--- config.mk ---
export PLATFORM = sky130hd
export DESIGN_NAME = junction_gather_sequencer
export DESIGN_NICKNAME = d
export VERILOG_FILES = /design/src/rtl/junction_gather_sequencer.sv
export SDC_FILE = /design/constraint.sdc
export NUM_CORES = 1
export LEC_CHECK = 0
export BUFFER_PORTS_ARGS = -buffer_cell sky130_fd_sc_hd__buf_2
export CORE_MARGIN = 1
export CORE_UTILIZATION = 45
export CTS_CLUSTER_SIZE = 40
export DETAILED_ROUTE_END_ITERATION = 7
export PLACE_DENSITY_LB_ADDON = 0.25
export SLEW_MARGIN = 20
export SYNTH_ARGS = -nofsm -noshare
export SYNTH_HDL_FRONTEND = slang
export SYNTH_SLANG_ARGS = --single-unit
--- constraint.sdc ---
create_clock -name clk -period 2.2 [get_ports clk]
set_clock_uncertainty 0.15 [all_clocks]
set_input_delay 0.44 -clock clk [delete_from_list [all_inputs] [get_ports clk]]
set_output_delay 0.44 -clock clk [all_outputs]
set_load 0.02 [all_outputs]
--- src/rtl/junction_gather_sequencer.sv ---
// -----------------------------------------------------------------------------
// junction_gather_sequencer
//
// Purpose:
//   Steps one junction's DRP interleaver set through its CPC cycles. Each
//   cycle the counter drives cycle_index to the interleaver set. The returned
//   memory_index_package picks z activations out of the p-wide activation
//   bank. Those z activations are registered as one beat for the z processing
//   lanes. Beats leave through a valid/ready handshake. A junction is framed
//   by start / busy / done.
//
// Optional feature (compile-time macro JGS_BACK_TO_BACK_EN):
//   When defined, a start seen in DRAIN in the same cycle the last beat is
//   accepted launches the next junction directly (DRAIN -> RUN). IDLE is
//   skipped. When undefined, that start is ignored.
//
// Ports:
//   clk                  in   clock
//   reset                in   synchronous active-high reset (highest priority)
//   start                in   start-junction pulse, sampled in IDLE
//   act_in               in   activation bank; neuron k at [n*k +: n]
//   cycle_index          out  current interleaver cycle (straight from counter)
//   memory_index_package in   per-lane neuron index; slot s at [IW*s +: IW]
//   act_out              out  gathered beat; slot s at [n*s +: n]
//   act_valid            out  act_out holds a beat
//   act_ready            in   consumer accepts the beat this cycle
//   act_cycle            out  cycle_index that produced act_out
//   act_last             out  act_out is the final beat of the junction
//   busy                 out  state is RUN or DRAIN
//   done                 out  one-cycle pulse after the last beat is accepted
//
// Handshake: a beat transfers on a rising clk edge where act_valid and
// act_ready are both high. act_out, act_cycle and act_last hold steady while
// act_valid is high and act_ready is low. act_valid never drops without a
// transfer, except on reset.
// -----------------------------------------------------------------------------
module junction_gather_sequencer #(
    parameter int fo = 2,
    parameter int p  = 16,
    parameter int n  = 8,
    parameter int z  = 8,
    localparam int CPC = fo * p / z,
    localparam int CW  = $clog2(CPC),
    localparam int IW  = $clog2(p)
) (
    input  logic              clk,
    input  logic              reset,
    input  logic              start,
    input  logic [p*n-1:0]    act_in,
    output logic [CW-1:0]     cycle_index,
    input  logic [IW*z-1:0]   memory_index_package,
    output logic [z*n-1:0]    act_out,
    output logic              act_valid,
    input  logic              act_ready,
    output logic [CW-1:0]     act_cycle,
    output logic              act_last,
    output logic              busy,
    output logic              done
);

    // Elaboration guards: the junction must split evenly over the lanes.
    // The cycle count must also be a power of two, so the counter wraps
    // naturally.
    if ((fo * p) % z != 0) begin : g_bad_split
        $error("junction_gather_sequencer: fo*p must be divisible by z");
    end
    if (CPC < 2 || (CPC & (CPC - 1)) != 0) begin : g_bad_cpc
        $error("junction_gather_sequencer: fo*p/z must be a power of 2 and >= 2");
    end

    typedef enum logic [1:0] {
        S_IDLE  = 2'd0,
        S_RUN   = 2'd1,
        S_DRAIN = 2'd2
    } state_e;

    // state_q is kept as a named enum register so checkers can bind to it.
    state_e           state_q;
    logic [CW-1:0]    cnt_q;
    logic [z*n-1:0]   act_out_q;
    logic             act_valid_q;
    logic [CW-1:0]    act_cycle_q;
    logic             act_last_q;
    logic             done_q;

    logic [z*n-1:0]   gather_d;
    logic [IW-1:0]    idx;
    logic             adv;
    logic             last_cnt;

    // Gather: the interleaver returns its indices combinationally for the
    // current cycle_index, so the mux result is ready in the same cycle.
    // The result is registered only once.
    always_comb begin
        gather_d = '0;
        idx      = '0;
        for (int s = 0; s < z; s++) begin
            idx                 = memory_index_package[IW*s +: IW];
            gather_d[n*s +: n]  = act_in[n*idx +: n];
        end
    end

    // A new beat may be captured when the output register is empty or is
    // being emptied this same cycle. This gives full throughput.
    assign adv      = (state_q == S_RUN) && (!act_valid_q || act_ready);
    assign last_cnt = (cnt_q == CW'(CPC - 1));

    always_ff @(posedge clk) begin
        if (reset) begin
            state_q     <= S_IDLE;
            cnt_q       <= '0;
            act_out_q   <= '0;
            act_valid_q <= 1'b0;
            act_cycle_q <= '0;
            act_last_q  <= 1'b0;
            done_q      <= 1'b0;
        end else begin
            done_q <= 1'b0;
            case (state_q)
                S_IDLE: begin
                    cnt_q <= '0;
                    if (start) begin
                        state_q <= S_RUN;
                    end
                end

                S_RUN: begin
                    if (adv) begin
                        act_out_q   <= gather_d;
                        act_valid_q <= 1'b1;
                        act_cycle_q <= cnt_q;
                        act_last_q  <= last_cnt;
                        if (last_cnt) begin
                            cnt_q   <= '0;
                            state_q <= S_DRAIN;
                        end else begin
                            cnt_q <= cnt_q + CW'(1);
                        end
                    end
                end

                S_DRAIN: begin
                    // Only the final beat is left in the output register.
                    if (act_valid_q && act_ready) begin
                        act_valid_q <= 1'b0;
                        act_last_q  <= 1'b0;
                        done_q      <= 1'b1;
`ifdef JGS_BACK_TO_BACK_EN
                        // Counter is already 0 from the wrap in RUN.
                        if (start) begin
                            state_q <= S_RUN;
                        end else begin
                            state_q <= S_IDLE;
                        end
`else
                        state_q <= S_IDLE;
`endif
                    end
                end

                default: begin
                    state_q <= S_IDLE;
                end
            endcase
        end
    end

    assign cycle_index = cnt_q;
    assign act_out     = act_out_q;
    assign act_valid   = act_valid_q;
    assign act_cycle   = act_cycle_q;
    assign act_last    = act_last_q;
    assign busy        = (state_q != S_IDLE);
    assign done        = done_q;

endmodule

Yosys cells after proc, flatten, opt, wreduce, memory -nomap -nowiden

Cells that the tools add are included.

Flip-flop bits (word level): 73
Input bits: 164
Output and inout port bits: 72
Word-level logic and storage cells: 51

Add/subtract/negate cells: 1
Equality and inequality tests: 7
Shifts and indexed selects: 8
Muxes and demuxes: 14
Bitwise logic cells: 1
Reduce and logical (&&, ||, !) cells: 13

Operators by type and width:

| operator                                                               | count |
|---|---|
| 128-bit by 8-bit variable part select with 8-bit output                | 8 |
| 2-bit 2-to-1 mux                                                       | 6 |
| 2-bit != test (second input constant)                                  | 4 |
| 2-bit one-hot mux with 3 select lines                                  | 1 |
| 2-bit nonzero test                                                     | 3 |
| 2-bit equality test (second input constant)                            | 2 |
| 1-bit 2-to-1 mux                                                       | 4 |
| 1-bit one-hot mux with 2 select lines                                  | 2 |
| 2-bit one-hot mux with 2 select lines                                  | 1 |
| 2-bit AND reduction                                                    | 2 |
| 4-bit AND reduction                                                    | 1 |
| 3-bit AND reduction                                                    | 1 |
| 2-bit by 1-bit adder with 2-bit output (second input constant)         | 1 |
| 2-bit by 1-bit equality test with 1-bit output (second input constant) | 1 |
| 1-bit logical AND                                                      | 2 |
| 2-bit logical NOT                                                      | 1 |
| 2-bit OR reduction                                                     | 1 |
| 1-bit logical NOT                                                      | 1 |
| 1-bit logical OR                                                       | 1 |
| 1-bit inverter                                                         | 1 |

Logic depth before layout (Yosys ltp)

Depth in word-level cells: 5
Depth in mapped cells: 7
Depth with buffers taken out: 4

Worst setup path before layout

No wires, ideal clock.

Path kind: input port to flip-flop
Start: input memory_index_package[28]
End: register act_out_q[60] (netlist: act_out[60])
Library setup time: 0.122 ns
Arrival time: 1.848 ns
Data required time: 1.928 ns
Slack: 0.080 ns
Stages: 6
Path buffers: 2
Cells stage by stage: buf_2 buf_2 mux4_2 mux2i_1 nor2_1 a221o_1

Word-level cells in the longest chain between the ends: 1

Ends and longest elaborated chain:

| what                                                    | RTL line | RTL |
|---|---|---|
| start: declaration                                      | 51       | `input logic [IW*z-1:0] memory_index_package,` |
| 128-bit by 8-bit variable part select with 8-bit output | 99       | `gather_d[n*s +: n] = act_in[n*idx +: n];` |
| end signal: assignment                                  | 129      | `act_out_q <= gather_d;` |
| end: declaration                                        | 80       | `logic [z*n-1:0] act_out_q;` |

No other way between the ends.
A chain may end at the register's enable or synchronous reset.

Final worst setup path

Start: register state_q[0]
End: register act_out_q[17] (netlist: act_out[17])

Word-level cells in the longest chain between the ends: 3

Ends and longest elaborated chain:

| what                                             | RTL line | RTL |
|---|---|---|
| start: declaration                               | 78       | `state_e state_q;` |
| start signal: assignment                         | 110      | `state_q <= S_IDLE;` |
| start signal: assignment                         | 123      | `state_q <= S_RUN;` |
| start signal: assignment                         | 135      | `state_q <= S_DRAIN;` |
| 2-bit by 1-bit equality test with 1-bit output * | 105, 119 |  |
| 1-bit logical AND                                | 105      | `assign adv = (state_q == S_RUN) && (!act_valid_q \|\| act_ready);` |
| 2-bit AND reduction (no line) *                  | --       |  |

Mark *: on every way between the ends. The rest lies on a longest branch, timed or not.

==> impl_results.md <==
- Crit-path most repeated cell: buf_12
- Count of final hold-check violations: 0
- R2R cell count: 6
- Setup TNS: 0 ns
- Cells after synthesis: 883
- Layout Area Growth over Synthesis: 22.73%
- DP HPWL: 31.82 mm
- CTS H-Tree Depth: 3
- RSZ-0062 raised after global routing: no
- Post-Syn Nets: 1,048
- Drt first pass iters: 5
- Die width: 155.3 µm
- GRT Total Usage: 36.65%
- Pleak: 5.778 nW
- P_sw: 0.002120 W
- Final setup viols: 0
- DR WL/cell: 30.58 µm
- Most frequent cells after synthesis: mux4_2 (250), inv_1 (110), dfxtp_1 (73)
- Cell taking the most area after synthesis: mux4_2
- I/O Buffers: 235
- Post-synth ARST share: 0%
- Synth area leaders: mux4_2 (53%), dfxtp_1 (14%), mux2i_1 (5.4%)
- Cells on Worst Hold Path: 3
- Flop pwr share: 26.1%
- Setup crit start kind: flop
- EDFF count, synth: 0
- Reg2reg setup slack: 0.18 ns
- RR Endpoint: act_out[17]$_SDFFE_PP0P_
- DRC viols: 0
- Final Util: 56.77%
- CP Capture Type: flop
- Placeable Area: 22,850 µm²
- Switching share of power: 36.50%
- CTS tree: built
- Worst skew pair latency: 0.35 ns
- Max_cap viols: 0
- Worst Hold Path EP: state_q[0]$_SDFFE_PP0P_
- Post-DRT Antenna Nets: 0
- RD Place Congestion: 0.9403
- Area share of the largest cell type after synthesis: 53.27%
- Crit-path max FO: 22
- Int Pwr: 0.003688 W
- Post-CTS resize count: 0
- Slew Limit Headroom: 62.44%
- Register area share after synthesis: 13.83%
- Fmax: 495.1 MHz
- FF+latch count, synth: 73
- Slew Limit Fails: 0
- Tcrit/Tclk final: 91.81%
- Hold buffer count at CTS: 0
- Pwr Density: 447.8 nW/µm²
- Antenna violations before repair: 1
- Worst path cell trace: nor2b_2, buf_12, nand4b_1, buf_12, o22ai_1, a211o_1
- Crit Path Category: reg2reg
- Initial core utilization: 46.26%
- Setup Fix Bufs, Post-CTS: 0
- Syn avg cell area: 11.97 µm²
- Die span in y: 155.3 µm
- Clk root buf: clkbuf_16
- Slowest stage delay, CP: 0.47 ns
- Worst Path Arrival: 2.17 ns
- CP Launch Point: state_q[0]$_SDFFE_PP0P_
- HP Class: in2reg
- GRT overflow: 0
- Clock Path Buffers: 2
- Clock network fraction of total power: 27.9%
- Clk sinks: 73
- Vias in the first global route: 9,764
- Die ar.: 24,100 µm²
- WL final: 43.63 mm
- Crit path required time: 2.35 ns
- Critical-path top delay cell: o22ai_1
- Top-count cell post-synth: mux4_2
- Crit Reg-Reg Startpoint: state_q[0]$_SDFFE_PP0P_
- Cell row count: 55
- Count of cell types in the netlist: 35
- Run status: completed
- Post-Syn Area: 10,570 µm²
- Vias/cell: 7.165
- IO Pins: 236
- Fraction of layout cells with a size suffix above 1: 54.27%
- CTS Buf Count: 9
- Final nets: 1,274
- Minimum clock period: 2.020 ns
- Min-delay src: start
- Pin count of the biggest net entering global routing: 65
- Worst-path clk slew: 0.07 ns
- VDD IR max: 0.2935 mV
- Post-synth top flop: dfxtp_1
- Vias: 10,220
- First-pass GRT wire length: 64.18 mm
- Placement Cell Area: 12,660 µm²
- Post-Layout Inst Area: 12,970 µm²
- Starting DRT DRC Count: 1,522
- Worst-Margin Slew: 0.5633 ns
- Part of the power in combinational logic: 46.0%
- Yosys warns: 0
## power by group through the flow
| stage | Clock (W) | Sequential [W] | Combinational (W) |
|---|---|---|---|
| 2_1_floorplan | 0 | 0.00165 | 0.00149 |
| 3_3_place_gp | 0 | 0.00154 | 0.00256 |
| 3_5_place_dp | 0 | 0.00154 | 0.00261 |
| 4_1_cts | 0.00163 | 0.00151 | 0.00262 |
| 5_1_grt | 0.00168 | 0.00153 | 0.00280 |
| 6_report | 0.00162 | 0.00151 | 0.00267 |
## how the worst max path moves through the flow
stage                                     endpoint  slack, ns  cells past startpoint
after floorplan           act_out[60]$_SDFFE_PP0P_       0.08                      6
after global placement    act_out[43]$_SDFFE_PP0P_       0.01                      5
after detailed placement  act_out[34]$_SDFFE_PP0P_     -0.002                      7
after CTS                 act_out[56]$_SDFFE_PP0P_       0.19                      6
after global routing      act_out[56]$_SDFFE_PP0P_       0.10                      6
final                     act_out[17]$_SDFFE_PP0P_       0.18                      6
## state kept, by name (all words and copies together), names as in the netlist
register     flops
act_valid        1
act_out         64
done             1
state_q          2
act_last         1
act_cycle        2
cycle_index      2
## worst max-delay path, delay by kind of cell (launching register included)
family,cells,cell delay (ns)
AOI/OAI and AO/OA,2,0.63
buffers and inverters,2,0.39
DFF,1,0.37
and+or+nand+nor,2,0.41
## layout by cell type (no fill, tap or decap), types with 16 or more instances in the layout
master,n
mux2_2,22
buf_2,235
buf_12,31
a221o_1,16
dfxtp_1,73
nand2_1,16
nor2_1,63
inv_1,110
buf_4,48
o22ai_1,53
mux4_2,250
mux2i_1,57
a211o_1,48
## cell families (layout without fill, tap and decap cells)
group,count (synthesis),count (layout),synth area share (%)
muxes,329,329,61.02
other,0,1,0
and+or+nand+nor,142,142,7.423
buffers and inverters,209,439,8.263
adders and majority gates,1,1,0.1184
AOI/OAI and AO/OA,129,129,9.352
DFF,73,73,13.83
## area by class of cell
type | instances | area, µm²
Clock inverter | 4 | 51.30
Inverter | 110 | 412.9
Clock buffer | 11 | 252.7
Timing Repair Buffer | 314 | 2157
Tap cell | 313 | 391.6
Sequential cell | 73 | 1461
Fill cell | 1959 | 9876
Multi-Input combinational cell | 601 | 8242
Antenna cell | 1 | 2.502
## through the flow
stage	hold slack [ns]	cells	total power (W)	setup WS, ns
after floorplan	0.2785	883	0.003141	0.07972
after global placement	0.2897	1411	0.004104	0.01340
after detailed placement	0.2986	1411	0.004151	-0.001744
after CTS	0.2269	1426	0.005758	0.1910
after global routing	0.2587	1427	0.006000	0.1022
final	0.2400	1427	0.005808	0.1802
## layer usage
metal | track usage (%) | part of all wire, %
met1 | 50.59 | 37
met2 | 53.41 | 44
met3 | 12.42 | 16
met4 | 13.77 | 3.6
met5 | 0 | 0
No activity file was read; power rests on OpenSTA's default activity.
